File: src/rtl/karatsuba_pkg.sv
// Shared constants and FSM state encoding for the Karatsuba GF(2) multiplier.
// States are plain constants so legacy tools and waveform viewers see stable codes.
package karatsuba_pkg;

    localparam int DEFAULT_WIDTH = 224;
    localparam int DEFAULT_HALF  = DEFAULT_WIDTH / 2;

    typedef logic [2:0] state_t;

    localparam state_t ST_IDLE    = 3'd0;
    localparam state_t ST_MUL_HI  = 3'd1;
    localparam state_t ST_MUL_LO  = 3'd2;
    localparam state_t ST_MUL_MID = 3'd3;
    localparam state_t ST_COMBINE = 3'd4;
    localparam state_t ST_OUT     = 3'd5;

    function automatic logic is_mul_state(input state_t s);
        return (s == ST_MUL_HI) || (s == ST_MUL_LO) || (s == ST_MUL_MID);
    endfunction

    // Sub-product order: high halves, low halves, then the cross term.
    function automatic state_t next_mul_state(input state_t s);
        case (s)
            ST_MUL_HI:  return ST_MUL_LO;
            ST_MUL_LO:  return ST_MUL_MID;
            ST_MUL_MID: return ST_COMBINE;
            default:    return ST_IDLE;
        endcase
    endfunction

endpackage

File: src/rtl/karatsuba_sequencer_clmul.sv
// Bit-serial HALF x HALF carry-less multiplier, one multiplier bit per step, LSB first.
// A step with start high restarts the product from the presented operands.
module clmul_bitserial
    import karatsuba_pkg::*;
#(
    parameter int HALF = DEFAULT_HALF
) (
    input  logic                clk,
    input  logic                rst,
    input  logic                start,
    input  logic                step,
    input  logic [HALF-1:0]     x,
    input  logic [HALF-1:0]     y,
    output logic [2*HALF-1:0]   p
);

    logic [2*HALF-1:0] acc;
    logic [2*HALF-1:0] xs;
    logic [HALF-1:0]   ys;

    logic [2*HALF-1:0] cur_x;
    logic [HALF-1:0]   cur_y;
    logic [2*HALF-1:0] base;
    logic [2*HALF-1:0] partial;

    // NOTE: every signal assigned in always_comb gets a value on all paths, otherwise a latch is inferred.
    always_comb begin
        cur_x   = start ? (2*HALF)'(x) : xs;
        cur_y   = start ? y : ys;
        base    = start ? '0 : acc;
        partial = cur_y[0] ? cur_x : '0;
    end

    // NOTE: sequential state uses non-blocking assignments so all registers update from pre-edge values.
    always_ff @(posedge clk) begin
        if (!rst) begin
            acc <= '0;
            xs  <= '0;
            ys  <= '0;
        end else if (step) begin
            acc <= base ^ partial;
            xs  <= cur_x << 1;
            ys  <= cur_y >> 1;
        end
    end

    assign p = acc;

endmodule

File: src/rtl/karatsuba_sequencer.sv
// Two-way Karatsuba carry-less multiplier: three sub-products time-share one
// bit-serial multiplier, then a single combine cycle assembles the product.
module karatsuba_sequencer
    import karatsuba_pkg::*;
#(
    parameter int WIDTH = DEFAULT_WIDTH,
    parameter int HALF  = WIDTH / 2
) (
    input  logic                 clk,
    input  logic                 rst,
    input  logic                 in_valid,
    output logic                 in_ready,
    input  logic [WIDTH-1:0]     a,
    input  logic [WIDTH-1:0]     b,
    output logic                 out_valid,
    input  logic                 out_ready,
    output logic [2*WIDTH-1:0]   c,
    output logic                 busy
);

    localparam int              CW   = (HALF > 1) ? $clog2(HALF) : 1;
    localparam logic [CW-1:0]   LAST = CW'(HALF - 1);

    state_t              state;
    state_t              state_nxt;
    logic [CW-1:0]       cnt;
    logic [WIDTH-1:0]    a_reg;
    logic [WIDTH-1:0]    b_reg;
    logic [2*HALF-1:0]   h_acc;
    logic [2*HALF-1:0]   l_acc;
    logic [2*HALF-1:0]   p;

    logic [HALF-1:0]     mul_x;
    logic [HALF-1:0]     mul_y;
    logic                mul_step;
    logic                mul_start;
    logic                last_bit;
    logic                accept;
    logic [2*HALF-1:0]   mid;
    logic [2*WIDTH-1:0]  c_nxt;

    // in_ready is gated by rst so nothing is offered while reset is asserted.
    assign in_ready  = rst && (state == ST_IDLE);
    assign accept    = in_valid && in_ready;
    assign out_valid = (state == ST_OUT);
    assign busy      = (state != ST_IDLE);

    assign mul_step  = is_mul_state(state);
    assign mul_start = mul_step && (cnt == '0);
    assign last_bit  = mul_step && (cnt == LAST);

    always_comb begin
        mul_x = a_reg[HALF-1:0] ^ a_reg[WIDTH-1:HALF];
        mul_y = b_reg[HALF-1:0] ^ b_reg[WIDTH-1:HALF];
        case (state)
            ST_MUL_HI: begin
                mul_x = a_reg[WIDTH-1:HALF];
                mul_y = b_reg[WIDTH-1:HALF];
            end
            ST_MUL_LO: begin
                mul_x = a_reg[HALF-1:0];
                mul_y = b_reg[HALF-1:0];
            end
            default: ;
        endcase
    end

    clmul_bitserial #(
        .HALF (HALF)
    ) u_clmul (
        .clk   (clk),
        .rst   (rst),
        .start (mul_start),
        .step  (mul_step),
        .x     (mul_x),
        .y     (mul_y),
        .p     (p)
    );

    // During COMBINE the multiplier output is the finished cross product M.
    always_comb begin
        mid   = p ^ h_acc ^ l_acc;
        c_nxt = ((2*WIDTH)'(h_acc) << WIDTH)
              ^ ((2*WIDTH)'(mid) << HALF)
              ^ (2*WIDTH)'(l_acc);
    end

    always_comb begin
        state_nxt = state;
        case (state)
            ST_IDLE:    if (accept) state_nxt = ST_MUL_HI;
            ST_MUL_HI,
            ST_MUL_LO,
            ST_MUL_MID: if (last_bit) state_nxt = next_mul_state(state);
            ST_COMBINE: state_nxt = ST_OUT;
            ST_OUT:     if (out_ready) state_nxt = ST_IDLE;
            default:    state_nxt = ST_IDLE;
        endcase
    end

    // NOTE: sub-product accumulators and c are explicitly cleared so an aborted operation leaves no residue.
    always_ff @(posedge clk) begin
        if (!rst) begin
            state <= ST_IDLE;
            cnt   <= '0;
            a_reg <= '0;
            b_reg <= '0;
            h_acc <= '0;
            l_acc <= '0;
            c     <= '0;
        end else begin
            state <= state_nxt;
            if (accept) begin
                a_reg <= a;
                b_reg <= b;
            end
            if (mul_step) cnt <= last_bit ? '0 : cnt + 1'b1;
            // The previous sub-product is still in the multiplier on the first cycle of the next one.
            if (state == ST_MUL_LO && cnt == '0) h_acc <= p;
            if (state == ST_MUL_MID && cnt == '0) l_acc <= p;
            if (state == ST_COMBINE) c <= c_nxt;
        end
    end

endmodule

File: config.mk
export PLATFORM = sky130hd
export DESIGN_NAME = karatsuba_sequencer
export DESIGN_NICKNAME = d
export VERILOG_FILES = /design/src/rtl/karatsuba_pkg.sv /design/src/rtl/karatsuba_sequencer_clmul.sv /design/src/rtl/karatsuba_sequencer.sv
export SDC_FILE = /design/constraint.sdc
export NUM_CORES = 2
export LEC_CHECK = 0
export CAP_MARGIN = 30
export CORE_MARGIN = 3
export CORE_UTILIZATION = 58
export DETAILED_ROUTE_END_ITERATION = 16
export DONT_BUFFER_PORTS = 1
export GPL_TIMING_DRIVEN = 0
export PLACE_DENSITY_LB_ADDON = 0.08
export SYNTH_ARGS = -nofsm -noshare
export SYNTH_HDL_FRONTEND = slang
export SYNTH_HIERARCHICAL = 1
export SYNTH_SLANG_ARGS = --single-unit
File: constraint.sdc
create_clock -name clk -period 2.6 [get_ports clk]
set_clock_uncertainty 0.1 [all_clocks]
set_input_delay 0.78 -clock clk [delete_from_list [all_inputs] [get_ports clk]]
set_output_delay 0.78 -clock clk [all_outputs]
set_load 0.03 [all_outputs]
==> flow_metrics.tcl <==
set metrics [dict create \
    seq_power_share_pct 46.0 \
    regMostFlops "c" \
    die_h_um 389 \
    pre_cts_ws_ns -1.88 \
    fin_crit_sh_pct 110 \
    synth-seq-cells 1912 \
    hold_depth 2 \
    finalHoldViolCount 0 \
    area_growth_pct 16.7 \
    syn_area_sq_um 85300 \
    status "finished, violations left" \
    fill_cells 11600 \
    grt_pass1_vias 69900 \
    crit_path_max_fanout 10 \
    io_buffers 0 \
    grt_pass1_wl_um 435000 \
    via_per_inst 5.69 \
    p_leak_nw 41.1 \
    floorplan.core_area_sq_um 146000 \
    min_period_ns 2.87 \
    max-slew-margin-rel_pct 26.8 \
    clock_sinks 1912 \
    dr.pass1.iters 6 \
    cap_violations 0 \
    h-tree-depth 4 \
    avgSynthCellArea_sq_um 8.72 \
    grtUsageTotal_pct 37.5 \
    r2r-start "state[2]" \
    cts-root-buf "clkbuf_16" \
    p_int_mw 50.1 \
    setup_slack_ns -0.270 \
    hp-start "b[63]" \
    r2r_slack_ns -0.22 \
    dpl-instance-area_sq_um 87900 \
    cp_cell_sequence "buf_2 -> inv_2 -> clkbuf_1 -> nor2_4" \
    synthArstFlopShare_pct 0 \
    place_congestion 0.943 \
    end_kind "primary output" \
    clk-insertion-delay-late_ns 0.84 \
    critical_path_class "in -> out" \
    drv_slew 0 \
    cpPeakStageDelay_ns 0.64 \
    r2r_cells 12 \
    routed-via-count 71000 \
    power_density_nw_per_um2 671 \
    clockPowerShare_pct 44.9 \
    ant_nets 0 \
    start_util_pct 58.5 \
    yosys_warnings 6 \
    arrival_ns 1.99 \
    floorplan.io_pins 903 \
    violations "negative setup slack" \
    largest_register_ffs 448 \
    clk_pin_slew_ns 0.06 \
    postSynthCellCount 9783 \
    wirelength_um 295000 \
    start_kind "primary input" \
    rsz0062_at_grt "yes" \
    fmax_mhz 348 \
    tns_ns -20.04 \
    grt_max_degree 17 \
    p_switching_mw 16.7 \
    drc 0 \
    cts_tree "done" \
    synth_edf_count 0 \
    overflow 0 \
    synth_cell_types 51 \
    p_comb_share_pct 9.1 \
    num_rows 140 \
    ir_worst_vdd_mv 0.597 \
    swShare_pct 25.0 \
    regArea_sq_um 38300 \
    finalPower_mw 66.8 \
    r2r-end "u_clmul/p[109]" \
    clockBufferDepth 3 \
    routedWlPerCell_um 23.7 \
    drive_gt1_share_pct 7.59 \
    hold_class "in -> reg" \
    stdcell_area_sq_um 99600 \
    synth-main-ff-cell "dfxtp_1" \
    worstHoldEndpoint "b_reg[63]" \
    fin_nets 10800 \
    dieArea_sq_um 152000 \
    ys_seq_area_share_pct 44.9 \
    slowest_stage "clkbuf_1" \
    drtIter0Drc 5388 \
    cp.required_ns 1.72 \
    die-width_um 389 \
    syn_nets 10200 \
    worst_pin_slew_ns 1.10 \
    finalSetupViolations 125 \
    multi_input_area_sq_um 41400 \
    antenna_found_initial 31 \
    dp_hpwl_um 224000 \
    cts_made_buffers 198 \
]
[repair_timing]
| item | CTS | global route |
|---|---|---|
| cloned | 0 | 4 |
| hold endpoints to repair | 367 | 2 |
| setup endpoints to repair | 1167 | 859 |
| pin swaps | 4 | 76 |
| setup buffers | 2 | 2 |
| resized for setup | 105 | 260 |
| hold buffers | 367 | 2 |
[per-stage QoR]
step / utilization [%] / instances / hold WS [ns]
after floorplan: - / 9783 / 0.335
after global placement: 60.1 / 11700 / 0.342
after detailed placement: 60.3 / 11700 / 0.347
after CTS: 67.7 / 12400 / 0.00130
after global routing: 68.2 / 12500 / 0.00626
final: 68.2 / 12500 / 0.0376
[power by group through the flow]
stage	Sequential, mW	Combinational, mW	Clock, mW
finish	30.7	6.05	30.0
global route	30.8	6.48	31.3
CTS	30.7	5.79	30.1
detailed placement	31.3	5.25	0
global placement	31.3	5.13	0
floorplan	31.2	3.67	0
[worst max path at each step]
stage,from,endpoint,slack (ns),depth (start not counted)
2_1_floorplan,state[0],u_clmul/p[22],0.03,12
3_3_place_gp,state[2],u_clmul/p[25],-2.13,12
3_5_place_dp,state[0],u_clmul/p[30],-1.88,13
4_1_cts,state[0],in_ready,-0.33,3
5_1_grt,state[2],in_ready,-0.30,3
6_report,rst,in_ready,-0.27,4
[critical path, delay by kind of cell]
kind	cells	cell delay (ns)
AND/OR/NAND/NOR	1	0.19
buffers and inverters	3	1.00
[cells by family after synthesis]
group	after synthesis	synth area share, %
simple gates	2844	13.8
fa+ha+maj	2	0.0293
mux	1118	13.1
flops	1912	44.9
compound gates	1697	13.1
buf+inv	1426	7.05
xor+xnor	784	8.05
[final cells by class]
cell class / instances / area share [%]
Antenna cell: 26 / 0.0653
Buffer: 748 / 3.91
Clock buffer: 296 / 5.97
Clock inverter: 69 / 0.986
Inverter: 677 / 2.55
Multi-Input combinational cell: 6445 / 41.6
Sequential cell: 1912 / 38.5
Tap cell: 1917 / 2.41
Timing Repair Buffer: 390 / 4.06
[placed cells by master (no fill, tap or decap), types with 34 or more instances in the layout]
cell type,count
o211a_1,221
buf_4,69
and2_1,117
clkbuf_1,406
a2bb2oi_1,111
xor2_1,187
o21ai_1,334
a31o_1,50
a31o_2,57
inv_1,675
o211ai_1,226
clkinv_2,34
a21oi_1,564
buf_6,39
clkbuf_16,208
buf_2,180
mux2i_1,1118
and4b_1,108
dfxtp_1,1907
nand2_1,2578
o22ai_1,116
clkbuf_8,52
dlygate4sd3_1,369
buf_1,44
xnor2_1,560
[routing by layer]
layer / share of wire, % / track usage [%] / vias up / wire (um)
li1: - / - / 33600 / -
met2: 45 / 60.7 / 2843 / 133000
met3: 8.9 / 9.17 / 692 / 26200
met4: 6.0 / 19.2 / 24 / 17600
met1: 40 / 46.5 / 33900 / 119000
met5: 0.043 / 0 / - / 127
[cell usage after synthesis (118+ instances only)]
| cell type | count | share of area (%) |
|---|---|---|
| buf_2 | 208 | 1.2 |
| clkbuf_1 | 410 | 1.8 |
| and2_1 | 118 | 0.87 |
| o211ai_1 | 226 | 2.0 |
| a21oi_1 | 564 | 3.3 |
| xnor2_1 | 560 | 5.8 |
| nand2_1 | 2580 | 11 |
| inv_1 | 675 | 3.0 |
| xor2_1 | 224 | 2.3 |
| mux2i_1 | 1118 | 13 |
| dfxtp_1 | 1912 | 45 |
| o21ai_1 | 224 | 1.3 |
| o211a_1 | 221 | 2.6 |
(Power assumes the default switching activity.)
